[config.mk]
export PLATFORM = sky130hd
export DESIGN_NAME = gcd_stein_core
export DESIGN_NICKNAME = d
export VERILOG_FILES = /design/src/rtl/gcd_stein_core.sv
export SDC_FILE = /design/constraint.sdc
export NUM_CORES = 1
export LEC_CHECK = 0
export CAP_MARGIN = 20
export CORE_MARGIN = 2
export CORE_UTILIZATION = 40
export CTS_CLUSTER_SIZE = 20
export DETAILED_ROUTE_END_ITERATION = 16
export PLACE_DENSITY = 0.69
export SYNTH_ARGS = -nofsm -noshare
export SYNTH_HDL_FRONTEND = slang
export SYNTH_SLANG_ARGS = --single-unit
[constraint.sdc]
create_clock -name clk_i -period 4.35 [get_ports clk_i]
set_input_delay 0.87 -clock clk_i [delete_from_list [all_inputs] [get_ports clk_i]]
set_output_delay 0.87 -clock clk_i [all_outputs]
set_load 0.005 [all_outputs]
[src/rtl/gcd_stein_core.sv]
// gcd_stein_core: binary (Stein) GCD engine with valid/ready handshakes on
// the operand and result sides. Only shifts and subtracts are used, no dividers.
// Optional build macro GCD_CYCLE_COUNT_EN adds cycles_o. It reports the number of
// STRIP+CALC cycles spent on the current result.
module gcd_stein_core #(
    parameter int DATA_WIDTH = 16,
    parameter int CNT_WIDTH  = $clog2(3*DATA_WIDTH+4)
) (
    input  logic                  clk_i,
    input  logic                  reset_i,
    input  logic [DATA_WIDTH-1:0] operand_a_i,
    input  logic [DATA_WIDTH-1:0] operand_b_i,
    input  logic                  in_valid_i,
    output logic                  in_ready_o,
    output logic [DATA_WIDTH-1:0] gcd_o,
    output logic                  out_valid_o,
    input  logic                  out_ready_i,
    output logic                  busy_o
`ifdef GCD_CYCLE_COUNT_EN
    ,
    output logic [CNT_WIDTH-1:0]  cycles_o
`endif
);

    typedef enum logic [1:0] {IDLE, STRIP, CALC, DONE} state_t;

    state_t                state;
    logic [DATA_WIDTH-1:0] a, b;
    logic [CNT_WIDTH-1:0]  k;   // common power of two stripped from both operands

    logic accept;
    assign accept = (state == IDLE) && in_valid_i && in_ready_o;

    // Main FSM: handshakes, strip common factors of two, then reduce odd pair.
    always_ff @(posedge clk_i or posedge reset_i) begin
        if (reset_i) begin
            state       <= IDLE;
            a           <= '0;
            b           <= '0;
            k           <= '0;
            gcd_o       <= '0;
            in_ready_o  <= 1'b1;
            out_valid_o <= 1'b0;
            busy_o      <= 1'b0;
        end else begin
            case (state)
                IDLE: begin
                    if (accept) begin
                        a          <= operand_a_i;
                        b          <= operand_b_i;
                        k          <= '0;
                        in_ready_o <= 1'b0;
                        if (operand_a_i == '0 || operand_b_i == '0) begin
                            // gcd(x,0)=x and gcd(0,0)=0, so a|b covers all cases
                            gcd_o       <= operand_a_i | operand_b_i;
                            out_valid_o <= 1'b1;
                            state       <= DONE;
                        end else begin
                            busy_o <= 1'b1;
                            state  <= STRIP;
                        end
                    end
                end
                STRIP: begin
                    if (!a[0] && !b[0]) begin
                        a <= a >> 1;
                        b <= b >> 1;
                        k <= k + CNT_WIDTH'(1);
                    end else begin
                        state <= CALC;
                    end
                end
                CALC: begin
                    if (!a[0]) begin
                        a <= a >> 1;
                    end else if (!b[0]) begin
                        b <= b >> 1;
                    end else if (a == b) begin
                        // result divides both operands, so the shift cannot overflow
                        gcd_o       <= a << k;
                        busy_o      <= 1'b0;
                        out_valid_o <= 1'b1;
                        state       <= DONE;
                    end else if (a > b) begin
                        a <= (a - b) >> 1;   // odd - odd is even
                    end else begin
                        b <= (b - a) >> 1;
                    end
                end
                DONE: begin
                    if (out_ready_i) begin
                        out_valid_o <= 1'b0;
                        in_ready_o  <= 1'b1;
                        state       <= IDLE;
                    end
                end
                default: state <= IDLE;
            endcase
        end
    end

`ifdef GCD_CYCLE_COUNT_EN
    // Cycle counter: cleared on accept, counts STRIP/CALC cycles, holds otherwise.
    always_ff @(posedge clk_i or posedge reset_i) begin
        if (reset_i) begin
            cycles_o <= '0;
        end else if (accept) begin
            cycles_o <= '0;
        end else if (state == STRIP || state == CALC) begin
            cycles_o <= cycles_o + CNT_WIDTH'(1);
        end
    end
`endif

endmodule
### After elaboration in Yosys (flattened, before gate mapping)

Index checks and enable logic that the tools add are counted.

* word-level logic and storage cells: 105
* flip-flop bits (word level): 59

* bitwise gates (word level): 1
* add/subtract/negate cells: 3
* shift operators: 1
* muxes and demuxes: 47
* equality and inequality tests: 18
* reductions and logical operators: 24
* order comparisons: 1

Operator list (count)
* 16-bit two-way mux: 17
* 16-bit one-hot mux with 3 select lines: 2
* 16-bit logical NOT: 2
* 16-bit one-hot mux with 2 select lines: 1
* 16-bit subtractor: 2
* 6-bit AND reduction: 5
* 16-bit == test: 1
* 16-bit greater-than comparator: 1
* 2-bit inequality test, second input constant: 8
* 16-bit bitwise OR: 1
* 16-bit by 6-bit left shift with 16-bit output: 1
* 3-bit inequality test, second input constant: 5
* 2-bit two-way mux: 7
* 1-bit two-way mux: 13
* 6-bit two-way mux: 2
* 6-bit one-hot mux with 2 select lines: 1
* 3-bit AND reduction: 3
* 2-bit one-hot mux with 4 select lines: 1
* 7-bit AND reduction: 1
* 6-bit by 1-bit adder with 6-bit output, second input constant: 1
* 2-bit nonzero test: 3
* 3-bit nonzero test: 2
* 2-bit == test, second input constant: 2
* 1-bit one-hot mux with 2 select lines: 2
* other kinds (8): 11

### Depth between registers and ports, before layout

Gate-level depths: netlist of run 1.

* word-level depth: 6
* depth in mapped cells: 12
* mapped depth without buffers: 10

### Least setup slack after synthesis of run 1

No wires, ideal clock.

* path kind: reg-to-reg
* from: register a[0]
* to: register a[12]
* clock period less this slack: 2.808 ns
* stages on the path, launching flop included: 13
* data arrival time: 2.713 ns
* buffers on the path: 2
* slack: 1.542 ns
* cells stage by stage: dfrtp_1 inv_1 ha_1 fa_1 nand2b_1 a211oi_1 o21ai_1 nand2_2 a21oi_2 or2_1 buf_2 buf_4 o31ai_1

* word-level cells in the longest chain between the ends: 6
* elaborated cells between the ends (all ways): 15

RTL lines
* start: declaration: line 28 `logic [DATA_WIDTH-1:0] a, b;`
* start signal: assignment: line 49 `a <= operand_a_i;`
* start signal: assignment: line 66 `a <= a >> 1;`
* start signal: assignment: line 75 `a <= a >> 1;`
* 16-bit subtractor: line 85 `a <= (a - b) >> 1;`
* 16-bit two-way mux: line 84 `end else if (a > b) begin`
* 16-bit two-way mux: line 78 `end else if (a == b) begin`
* 16-bit two-way mux: line 76 `end else if (!b[0]) begin`
* 16-bit two-way mux: line 74 `if (!a[0]) begin`
* 16-bit one-hot mux with 3 select lines: line 46 `case (state)`

Several ways; a longest one is shown, not always the timed one. The select of a mux whose other input is x is not followed.
A chain may end at the register's enable or synchronous reset.

### Final worst setup path of run 1

* from: register a[7]
* to: register a[14]

The elaborated chain is that of the path after synthesis.

==> metrics.md, run 1 <==
| Metric | Value |
|---|---|
| Clock-pin slew reported for the worst setup and hold paths after clock tree synthesis | about 60 ps |
| Max-slew violations | 0 |
| Max FO, Critical Path | 12 |
| Insertion delay to the later sink of the worst-skew pair | between 300 and 400 ps |
| Largest net degree at the start of global routing | 42 |
| CTS root buffer | clkbuf_16 |
| Number of register bits inferred by synthesis | 59 |
| Largest area contributor in the netlist | dfrtp_1 |
| Max-cap check violation count | 0 |
| Gate Count Post-Synth | 698 |
| Layout cells sized above 1 | 10.2% |
| DR vias/cell | 6.08 |
| Number of hold buffers added after cts | 0 |
| Number of global-route vias before repair | 5265 |
| Share of Yosys cell area claimed by the top area cell type | 25.0% |
| Cells taking the most area after synthesis | dfrtp_1 (25%), ha_1 (8.2%), o21ai_0 (4.7%) |
| Max Clock Freq | 302 MHz |
| Top-Level Pins | 55 |
| Syn. warnings | 0 |
| Worst hold path depth | 2 |
| Result of the run | finished, final reports clean |
| # DRC | 0 |
| Length in cells of the worst reg-to-reg path | 9 |
| DR vias | approximately 5500 |
| Proportion of register bits with asynchronous set or reset after synthesis | 100% |
| Growth of design area from synthesis to finish | 16.1% |
| Post_cts resized | 0 |
| Height of the die | 124 um |
| Commonest cells post-synth | nor2_1 (64), dfrtp_1 (58), o21ai_0 (54) |
| Final Hold Fails | 0 |
| Synth Net Count | 774 |
| Filler Cell Count | 1381 |
| Most used standard cell by instance count after synthesis | nor2_1 |
| Final period util | 76.0% |
| Core region area | 0.0144 sq mm |
| Die Outline Area | ~0.015 sq mm |
| Critical path arrival | 3550 ps |
| Area used by sequential logic in the layout | 0.00148 sq mm |
| Final setup skew | 10.3 ps |
| All-layer global routing usage | 23.6% |
| Syn Area/Cell | 8.31 sq um |
| Clock sink count | 59 |
| Flop-to-flop setup slack | 1040 ps |
| Cell variety after synth | 79 |
| Number of diodes added for antenna fixing | 0 |
| Critical Path Sink Type | register |
| Floorplan die width | 124 um |
| Total number of nets in the final design | between 700 and 800 |
| Routability congestion estimate | 0.941 |
| Starting DRC count in detailed routing | 502 |
| Multi-input gate area in the final layout | 0.00388 sq mm |
| Setup repair after global routing missed its margin | false |
| Clock tree from TritonCTS | yes |
| Post-route ant nets | 0 |
| Setup fix buffers added after clock tree synthesis | 0 |
| Min Tclk post-route | between 3000 and 4000 ps |
| Maximum clock path buffer count | 2 |
| Critical hold path startpoint | out_valid_o$_DFFE_PP0P_ |
| HPWL reported at the end of detailed placement | 14.0 mm |
| Wire length per cell | 19.9 um |
| Sort of element at the start of the critical path | register |
| CTS Buf Count | 9 |
| Sequential area share after synthesis | between 20% and 30% |
| Mapped cell area | 0.00580 sq mm |
| Worst Tran Pin Value | 967 ps |
| Number of enable-type register cells in the synthesized netlist | 0 |
| Startpoint of the most critical setup path | a[7]$_DFFE_PP0P_ |
| Final setup vio count | 0 |
| TritonRoute pass-1 iters | 5 |
| Crit Reg-Reg Startpoint | a[7]$_DFFE_PP0P_ |
| Antenna violations before repair | 0 |
| Main flop type after synthesis | dfrtp_1 |
| Effective utilization at floorplan | about two fifths |
| Rel. slew slack | about 36% |
| Maximum level of the CTS H-tree | 3 |
| Tightest Hold Check Type | register to register |
| Type of the worst setup path | register to register |
| Grt ovf | 0 |
| Final wirelength | roughly 18 mm |
| Required time reported for the critical path endpoint | 4590 ps |
| Count of buffers from port buffering | 54 |
| First-pass GRT wire length | 28.9 mm |
| Row cnt | 44 |
| Aggregate negative setup slack | 0 ps |
placed cells by master (no fill, tap or decap), types with 10 or more instances in the layout:
cell,synthesis,layout
o31ai_1,20,20
nor4_1,10,10
nor2_1,64,64
inv_1,52,51
o21ai_0,54,54
o22ai_1,21,21
ha_1,38,38
a21oi_1,39,39
nand2_1,48,48
clkdlybuf4s50_1,0,54
dfrtp_1,58,58
mux2i_1,16,16
a211oi_1,16,16
nor3_1,15,15
xnor2_1,15,15
state kept, by name, indices dropped and copies added, names as in the netlist:
name	cells
gcd_o	16
b	16
k	6
a	16
in_ready_o	1
out_valid_o	1
state	2
busy_o	1
final timing paths:
check	end
setup / recovery	a[14]$_DFFE_PP0P_
hold / removal	out_valid_o$_DFFE_PP0P_
setup reg to reg	a[14]$_DFFE_PP0P_
hold reg to reg	out_valid_o$_DFFE_PP0P_
max in group asynchronous	in_ready_o$_DFFE_PP1P_
min in group asynchronous	gcd_o[13]$_DFFE_PP0P_
cells by family after synthesis:
logic type	Yosys count	share of synthesized area [%]
mux	38	9.10
simple gates	202	17.0
fa+ha+maj	40	8.89
flops	59	25.5
compound gates	237	28.8
buf+inv	102	7.66
xor+xnor	20	3.02
worst max-delay path: stages (launching register included):
cell and delay (ps):
dfrtp_1 500, inv_1 140, ha_1 630, nand3_1 320, a41o_1 310, a31oi_2 270, a31oi_4 160, o21ai_1 220
mux2_1 370, a221oi_2 250
layer usage:
layer  share of wire [%]  up-vias  global-route usage [%]  wire length, um
met3                 5.8       46                    3.05             1040
met2                  47      246                    37.3             8460
met5                   0        -                       0                0
met1                  44     2627                    32.1             7960
li1                    -     2616                       -                -
met4                 3.6        0                    10.9              646
final cells by class:
| class | count | share of cell area, % |
|---|---|---|
| Multi-Input combinational cell | 537 | 57.6 |
| Clock buffer | 10 | 3.55 |
| Timing Repair Buffer | 61 | 8.81 |
| Clock inverter | 6 | 1.65 |
| Inverter | 54 | 3.01 |
| Tap cell | 184 | 3.42 |
| Sequential cell | 59 | 21.9 |
stage by stage:
| step | instance area, sq um | worst slack (ps) | hold WS (ps) | util (%) | std cells |
|---|---|---|---|---|---|
| floorplan | 5800 | 1540 | 463 | - | 698 |
| global placement | 6380 | 1140 | 473 | 44.4 | 895 |
| detailed placement | 6380 | 1100 | 474 | 44.4 | 895 |
| CTS | 6730 | 1090 | 491 | 46.9 | 911 |
| global route | 6730 | 797 | 520 | 46.9 | 911 |
| finish | 6730 | 1040 | 482 | 46.9 | 911 |
Power of run 1 is not shown: default switching activity piles up to over one toggle a cycle in this logic, so the estimate is an artifact.
==> run 2, diff against run 1 <==
Clock period 4.35 ns to 3.2 ns, I/O delays scaled along.
==> run 2 against run 1 <==
Net effect:
- final area up 4.1%
- core utilization up 1.9 points
- maximum frequency is 14% higher
- highest routed layer unchanged
==> metrics.md, run 2 (synthesized netlist as in run 1, its figures left out) <==
| Metric | Value |
|---|---|
| Antenna violations before repair | 0 (unchanged) |
| Core region area | 0.0144 sq mm (unchanged) |
| Clock-pin slew reported for the worst setup and hold paths after clock tree synthesis | 60 ps (about the same) |
| Slowest cell on the critical path | or4_1 (was ha_1) |
| # DRC | 0 (unchanged) |
| Max-slew violations | 0 (unchanged) |
| Post_cts resized | 0 (unchanged) |
| Die Outline Area | 0.0155 sq mm (unchanged) |
| Finished Core Util | 48.8% (was 46.9%) |
| Largest registers | a x16, b x16, gcd_o x16 (unchanged) |
| Number of diodes added for antenna fixing | 0 (unchanged) |
| Top-Level Pins | 55 (unchanged) |
| Worst Tran Pin Value | 815 ps (was 967 ps) |
| Final Hold Fails | 0 (unchanged) |
| Tightest Hold Check Type | register to register (unchanged) |
| Rel. slew slack | 45.2% (was 35.5%) |
| DR vias | 5683 (was 5535) |
| Aggregate negative setup slack | 0 ps (unchanged) |
| Maximum level of the CTS H-tree | 3 (unchanged) |
| Final period util | 90.5% (was 76.0%) |
| Worst hold path depth | 2 (unchanged) |
| Most frequent cells in the layout | nor2_1 (64), dfrtp_1 (58), o21ai_0 (54), clkdlybuf4s50_1 (54), inv_1 (51) (unchanged) |
| Clock sink count | 59 (unchanged) |
| Dpl cell area | 0.00671 sq mm (was 0.00638 sq mm) |
| Routability congestion estimate | 0.965 (was 0.941) |
| Min Tclk post-route | 2890 ps (was 3310 ps) |
| Effective utilization at floorplan | 40.4% (unchanged) |
| Row cnt | 44 (unchanged) |
| All-layer global routing usage | 24.4% (was 23.6%) |
| Final setup vio count | 0 (unchanged) |
| Number of hold buffers added after cts | 0 (unchanged) |
| Type of the worst setup path | register to register (unchanged) |
| Clock tree from TritonCTS | yes (unchanged) |
| Wire length per cell | 19.6 um (was 19.9 um) |
| Height of the die | 124 um (unchanged) |
| Setup fix buffers added after clock tree synthesis | 0 (unchanged) |
| Max Clock Freq | 345 MHz (was 302 MHz) |
| HPWL reported at the end of detailed placement | 14.8 mm (was 14.0 mm) |
| Required time reported for the critical path endpoint | 3440 ps (was 4590 ps) |
| CTS root buffer | clkbuf_16 (unchanged) |
| Length in cells of the worst reg-to-reg path | 11 (was 9) |
| Final design instance area without fill | 0.00701 sq mm (was 0.00673 sq mm) |
| Growth of design area from synthesis to finish | 20.9% (was 16.1%) |
| Number of buffers and inverters on the critical path | 4 (was 1) |
| Largest delay contributor family on the critical path | simple AND/OR/NAND/NOR gates (was compound AO/OA/AOI/OAI gates) |
| Final wirelength | 18.7 mm (was 18.1 mm) |
| DR vias/cell | 5.96 (was 6.08) |
| Total number of nets in the final design | 840 (was 798) |
| Sort of element at the start of the critical path | register (unchanged) |
| First-pass GRT wire length | 30.5 mm (was 28.9 mm) |
| CTS Buf Count | 9 (unchanged) |
| Grt ovf | 0 (unchanged) |
| Critical Path Sink Type | register (unchanged) |
| Insertion delay to the later sink of the worst-skew pair | 340 ps (was 350 ps) |
| Starting DRC count in detailed routing | 501 (was 502) |
| Layout cells sized above 1 | 15.1% (was 10.2%) |
| Top cell by count, worst path | buf_4 |
| Total stage count of the critical path | 11 (was 9) |
| Critical path arrival | 3140 ps (was 3550 ps) |
| Maximum clock path buffer count | 2 (unchanged) |
| Max-cap check violation count | 0 (unchanged) |
| Leading cell type in the layout, fill and taps excluded | nor2_1 (unchanged) |
| Floorplan die width | 124 um (unchanged) |
| Series of cell instances along the critical path | inv_1 > ha_1 > nor2b_1 > nand3_1 > or4_1 > buf_4 > a21oi_2 > buf_4 > a2111oi_0 > buf_4 > a221oi_2 (was inv_1 > ha_1 > nand3_1 > a41o_1 > a31oi_2 > a31oi_4 > o21ai_1 > mux2_1 > a221oi_2) |
| TritonRoute pass-1 iters | 5 (unchanged) |
| Final setup skew | 5.69 ps (was 10.3 ps) |
| Post-route ant nets | 0 (unchanged) |
| Count of buffers from port buffering | 54 (unchanged) |
| Largest net degree at the start of global routing | 41 (was 42) |
| Setup repair after global routing missed its margin | false (unchanged) |
| Max incr delay on CP | 550 ps (was 630 ps) |
| Result of the run | finished, final reports clean (unchanged) |
| Number of global-route vias before repair | 5601 (was 5265) |
| Max FO, Critical Path | 15 (was 12) |
run 2: per-stage QoR:
step                      instances  hold slack [ps]  setup slack (ps)
final                           953              481               306
after global routing            953              524               115
after detailed placement        937              475               106
after CTS                       953              488               336
after global placement          937              465               103
after floorplan                 698              463               392
run 2: cell type report:
| cell class | instances | area (sq um) |
|---|---|---|
| clock buffers | 9 | 225 |
| clock inverters | 7 | 76.3 |
| fillers | 1360 | 7360 |
| inverters | 54 | 203 |
| multi-input cells | 537 | 3880 |
| flip-flops and latches | 59 | 1480 |
| well taps | 184 | 230 |
| repair buffers | 103 | 921 |
run 2: metal layers:
layer	vias up	global-route usage (%)	part of all wire (%)
li1	2700	-	-
met2	213	39.8	47
met1	2724	32.9	44
met4	0	9.72	3.7
met3	46	3.31	5.6
met5	-	0	0
run 2: worst paths after layout:
path / from / to / slack, ps
max in group asynchronous: reset_i / in_ready_o$_DFFE_PP1P_ / 1890
min in group asynchronous: reset_i / gcd_o[12]$_DFFE_PP0P_ / 660
hold / removal: gcd_o[15]$_DFFE_PP0P_ / gcd_o[15]$_DFFE_PP0P_ / 480
setup reg to reg: b[0]$_DFFE_PP0P_ / a[14]$_DFFE_PP0P_ / 310
hold reg to reg: gcd_o[15]$_DFFE_PP0P_ / gcd_o[15]$_DFFE_PP0P_ / 480
setup / recovery: b[0]$_DFFE_PP0P_ / a[14]$_DFFE_PP0P_ / 310
run 2: tightest hold or removal path, cell delays in order, from the launching register on:
cell,delay (ps)
dfrtp_1,340
nand2_1,50
o21ai_0,60
Power of run 2 is left out for the same reason.
==> variant 1, RTL diff (flow settings as in run 1) <==
Add a define of `GCD_CYCLE_COUNT_EN`.
--- a/src/rtl/gcd_stein_core.sv
+++ b/src/rtl/gcd_stein_core.sv
@@ -2,6 +2,8 @@
 // the operand and result sides. Only shifts and subtracts are used, no dividers.
 // Optional build macro GCD_CYCLE_COUNT_EN adds cycles_o. It reports the number of
 // STRIP+CALC cycles spent on the current result.
+`define GCD_CYCLE_COUNT_EN
+
 module gcd_stein_core #(
     parameter int DATA_WIDTH = 16,
     parameter int CNT_WIDTH  = $clog2(3*DATA_WIDTH+4)
Check against the original RTL (old outputs only; new: cycles_o): equivalent (equiv_simple and equiv_induct, registers matched by name and starting in step).
==> variant 1 against run 1 <==
  * Design area grew 2.2%
  * Clock skew shrank 5.7 ps
  * Core utilization grew 0.50 points
  * Sequential cell count grew 6
  * Wire length shrank 2.2%
  * Via count grew 1.2%
  * Global-route usage shrank 1.1 points
  * Non-clock buffer count grew 9
  * Setup slack lost 49 ps
  * Synthesized area grew 2.5%
  * Critical path type unchanged
Power is left out: it rests on default switching activity, and per cell area and clock period it moved more than threefold.
==> variant 1: results (changes against run 1) <==
routing:
  drt_iter0_drc: 627  # +25%
  avgViaCountPerCell: 5.923  # -2.5%
  dr.pass1.iters: 6  # +1
  wire_per_inst_um: 18.72  # -5.8%
  met1_length_um: 7666  # -3.7%
  vias: 5603  # +1.2%
  met3_length_um: 1726  # +65%
  wl_met2_um: 7786  # -8.0%
yosys:
  synth_common_cells: "nor2_1 (89), a21oi_1 (74), nand2_1 (73)"
  synth_compound_area_frac: 0.2599  # -0.02850
  synthAdderAreaFrac: 0.09091  # +0.002039
  synth.distinct_cells: 74  # -6.3%
  syn_inst: 730  # +4.6%
  synth-xor-area-share: 0.04861  # +0.01841
  synth_mux_area_frac: 0.05787  # -0.03316
  synth_area_leaders: "dfrtp_1 (27%), ha_1 (8.4%), a21oi_1 (6.2%), nor2_1 (5.6%), nand2_1 (4.6%)"
  syn-num-nets: 808  # +4.4%
  synth_seq_area_share: 0.2738  # +0.01903
placement:
  dp_slack_ps: 964.2  # -135.8 ps
  dp.cells: 929  # +3.8%
  place.detailed.hpwl_um: 13100  # -6.7%
  routabilityCongestion: 0.9331  # -0.88%
  io_buffers: 60  # +11%
  dpl-instance-area_um2: 6533  # +2.4%
final_layout:
  nClkBuffers: 12  # +2
  final_util: 0.4736  # +0.005006
  layout.nonclk_buf_frac: 0.1011  # +0.01298
  flops_and_latches: 65  # +10%
  regArea_um2: 1628  # +10%
  buffers: 70  # +15%
  fillers: 1421  # +2.9%
  nNetsFinal: 835  # +4.6%
  multi_input_cells: 564  # +5.0%
  multiInputGateArea_um2: 3830  # -1.3%
  final_layout_size_suffix_gt1_frac: 0.08793  # -0.01386
  inverters: 47  # -13%
  clk_share: 0.04690  # -0.005134
status:
  status: "finished, final reports clean"
grt:
  first_global_vias: 5314  # +0.93%
  grt_use_met2: 0.3343  # -0.03827
  grtUsageMet1: 0.3143  # -0.006574
  grt_max_degree: 45  # +7.1%
  grt_use_total: 0.2244  # -0.01119
  grt_pass1_wl_um: 28640  # -0.88%
  grtUsageMet3: 0.06032  # +0.02982
timing:
  slew_headroom: 0.4019  # +0.04660
  finalCriticalPeriod_ps: 3356  # +49.06 ps
  finClkSkew_ps: 4.576  # -5.714 ps
worst_setup_path:
  r2r_slack_ps: 990  # -50 ps
  critPathMaxFanout: 31  # +19
  crit_family: "simple AND/OR/NAND/NOR gates"
  worstPathArrival_ps: 3570  # +20 ps
  startpoint: "a[10]"
  slowest_delay_ps: 500  # -130 ps
  r2r-end: "gcd_o[14]"
## variant 1: cell types whose count changed after synthesis, sizes merged, moves of 9 or more
cell / delta
a21oi: +37
nor2: +26
nand2: +23
o21ai: -19
o22ai: -15
o31ai: -9
## variant 1: worst min-delay path by stage
| stage | from | to | slack, ps |
|---|---|---|---|
| 2_1_floorplan | out_valid_o | out_valid_o | 470 |
| 3_3_place_gp | busy_o | busy_o | 470 |
| 3_5_place_dp | out_valid_o | out_valid_o | 480 |
| 4_1_cts | out_valid_o | out_valid_o | 500 |
| 5_1_grt | out_valid_o | out_valid_o | 520 |
| 6_report | busy_o | busy_o | 490 |
## variant 1: worst register-to-register path, cell delays in order (launching register included)
cell	delay [ps]
dfrtp_1	480
inv_1	150
ha_1	500
nand4_1	400
nor3_4	500
nand4_1	160
a21oi_1	200
and2_1	150
buf_4	300
mux2_2	380
==> variant 2, RTL diff (config.mk and constraints of run 1) <==
Made on the original files. Encoding of `state_t`: now one-hot (4 bits for 4 states).
--- a/src/rtl/gcd_stein_core.sv
+++ b/src/rtl/gcd_stein_core.sv
@@ -22,7 +22,7 @@
 `endif
 );
 
-    typedef enum logic [1:0] {IDLE, STRIP, CALC, DONE} state_t;
+    typedef enum logic [3:0] {IDLE = 4'b0001, STRIP = 4'b0010, CALC = 4'b0100, DONE = 4'b1000} state_t;
 
     state_t                state;
     logic [DATA_WIDTH-1:0] a, b;
Formal check against the unedited RTL: no difference found for any inputs over 4 cycles, from zero or initial values and one cycle with reset_i high; so few cycles prove little.
==> variant 2 against run 1 <==
  * Via count fell by 7.6%
  * Non-clock buffer count did not move
  * Synthesized area fell by 7.9%
  * Sequential cell count rose by 2
  * Core utilization rose by 0.80 points
  * Wire length fell by 13%
  * Final cell count fell by 5.0%
  * Design area fell by 7.0%
  * Setup slack got worse by 370 ps
  * Critical path type unchanged
  * Largest cell class unchanged
Power is left out: it rests on default switching activity, and per cell area and clock period it moved more than threefold.
==> variant 2: results (changes against run 1) <==
status:
  status: "finished, final reports clean"
worst_setup_path:
  cp_slowest_cell: "a22o_1"
  reg2regPathDepth: 11  # +2
  startpoint: "a[0]"
  slowest_delay_ps: 660  # +30 ps
  critPathCapture: "b[10]"
  critPathMaxFanout: 19  # +7
  worstPathArrival_ps: 3930  # +380 ps
  r2r_slack_ps: 670  # -370 ps
yosys:
  synthAdderAreaFrac: 0.08714  # -0.001730
  synth_area_leaders: "dfrtp_1 (28%), ha_1 (8.0%), mux2i_1 (5.1%), o21ai_0 (4.5%), nor2_1 (4.2%)"
  synth_common_cells: "nor2_1 (60), dfrtp_1 (59), nand2_1 (52)"
  synth_mux_area_frac: 0.07168  # -0.01935
  synth_compound_area_frac: 0.2628  # -0.02557
  syn-num-nets: 731  # -5.6%
  synth-xor-area-share: 0.03771  # +0.007515
  synth_seq_area_share: 0.2862  # +0.03150
  synth.distinct_cells: 62  # -22%
final_layout:
  final_layout_size_suffix_gt1_frac: 0.06096  # -0.04083
  fillers: 1294  # -6.3%
  nNetsFinal: 756  # -5.3%
timing:
  finClkSkew_ps: 5.709  # -4.581 ps
placement:
  routabilityCongestion: 0.9551  # +1.5%
  dpl-instance-area_um2: 5932  # -7.1%
  place.detailed.hpwl_um: 12190  # -13%
grt:
  grt_use_total: 0.2252  # -0.01032
  first_global_vias: 4983  # -5.4%
routing:
  wl_um: 15770  # -13%
  vias: 5117  # -7.6%
-- variant 2: final cells by class --
type | count | share of cell area
multi-input cells | 506 | 0.5476
flip-flops and latches | 61 | 0.2442
repair buffers | 61 | 0.09792
clock buffers | 9 | 0.03597
well taps | 176 | 0.03517
inverters | 45 | 0.02698
clock inverters | 7 | 0.01219
-- variant 2: cells by family (layout without fill, tap and decap cells) --
logic type      Yosys count  count (layout)
mux                      36              36
compound gates          208             208
buf+inv                  92             122
simple gates            203             203
xor+xnor                 23              23
flops                    61              61
fa+ha+maj                36              36
-- variant 2: through the flow --
step	utilization	cells	setup slack (ps)	hold WS [ps]
3_5_place_dp	0.4515	848	711.2	489.7
6_report	0.4766	865	672.0	494.7
3_3_place_gp	0.4515	848	812.9	471.9
2_1_floorplan	-	659	1257	487.5
4_1_cts	0.4745	864	702.5	502.3
5_1_grt	0.4766	865	501.5	523.6
-- variant 2: how the worst min path moves through the flow --
stage | startpoint | endpoint | slack, ps | depth (start not counted)
global placement | gcd_o[3] | gcd_o[3] | 470 | 1
detailed placement | gcd_o[15] | gcd_o[15] | 490 | 1
floorplan | gcd_o[15] | gcd_o[15] | 490 | 1
CTS | gcd_o[15] | gcd_o[15] | 500 | 1
global route | gcd_o[15] | gcd_o[15] | 520 | 1
finish | gcd_o[15] | gcd_o[15] | 490 | 1
-- variant 2: worst max-delay path: cells and delay by family, from the launching register on --
kind,cells,cell delay (ps)
AO/OA/AOI/OAI,5,1930
flip-flops,1,520
adder cells (fa/ha/maj),2,450
multiplexers,1,300
AND/OR/NAND/NOR,2,230
buffers and inverters,1,160
-- variant 2: metal layers --
layer | track usage | vias to the layer above | part of all wire
li1 | - | 2458 | -
met1 | 0.2952 | 2434 | 0.45
met2 | 0.3729 | 193 | 0.47
met3 | 0.03992 | 32 | 0.061
met4 | 0.08235 | 0 | 0.024
met5 | 0 | - | 0
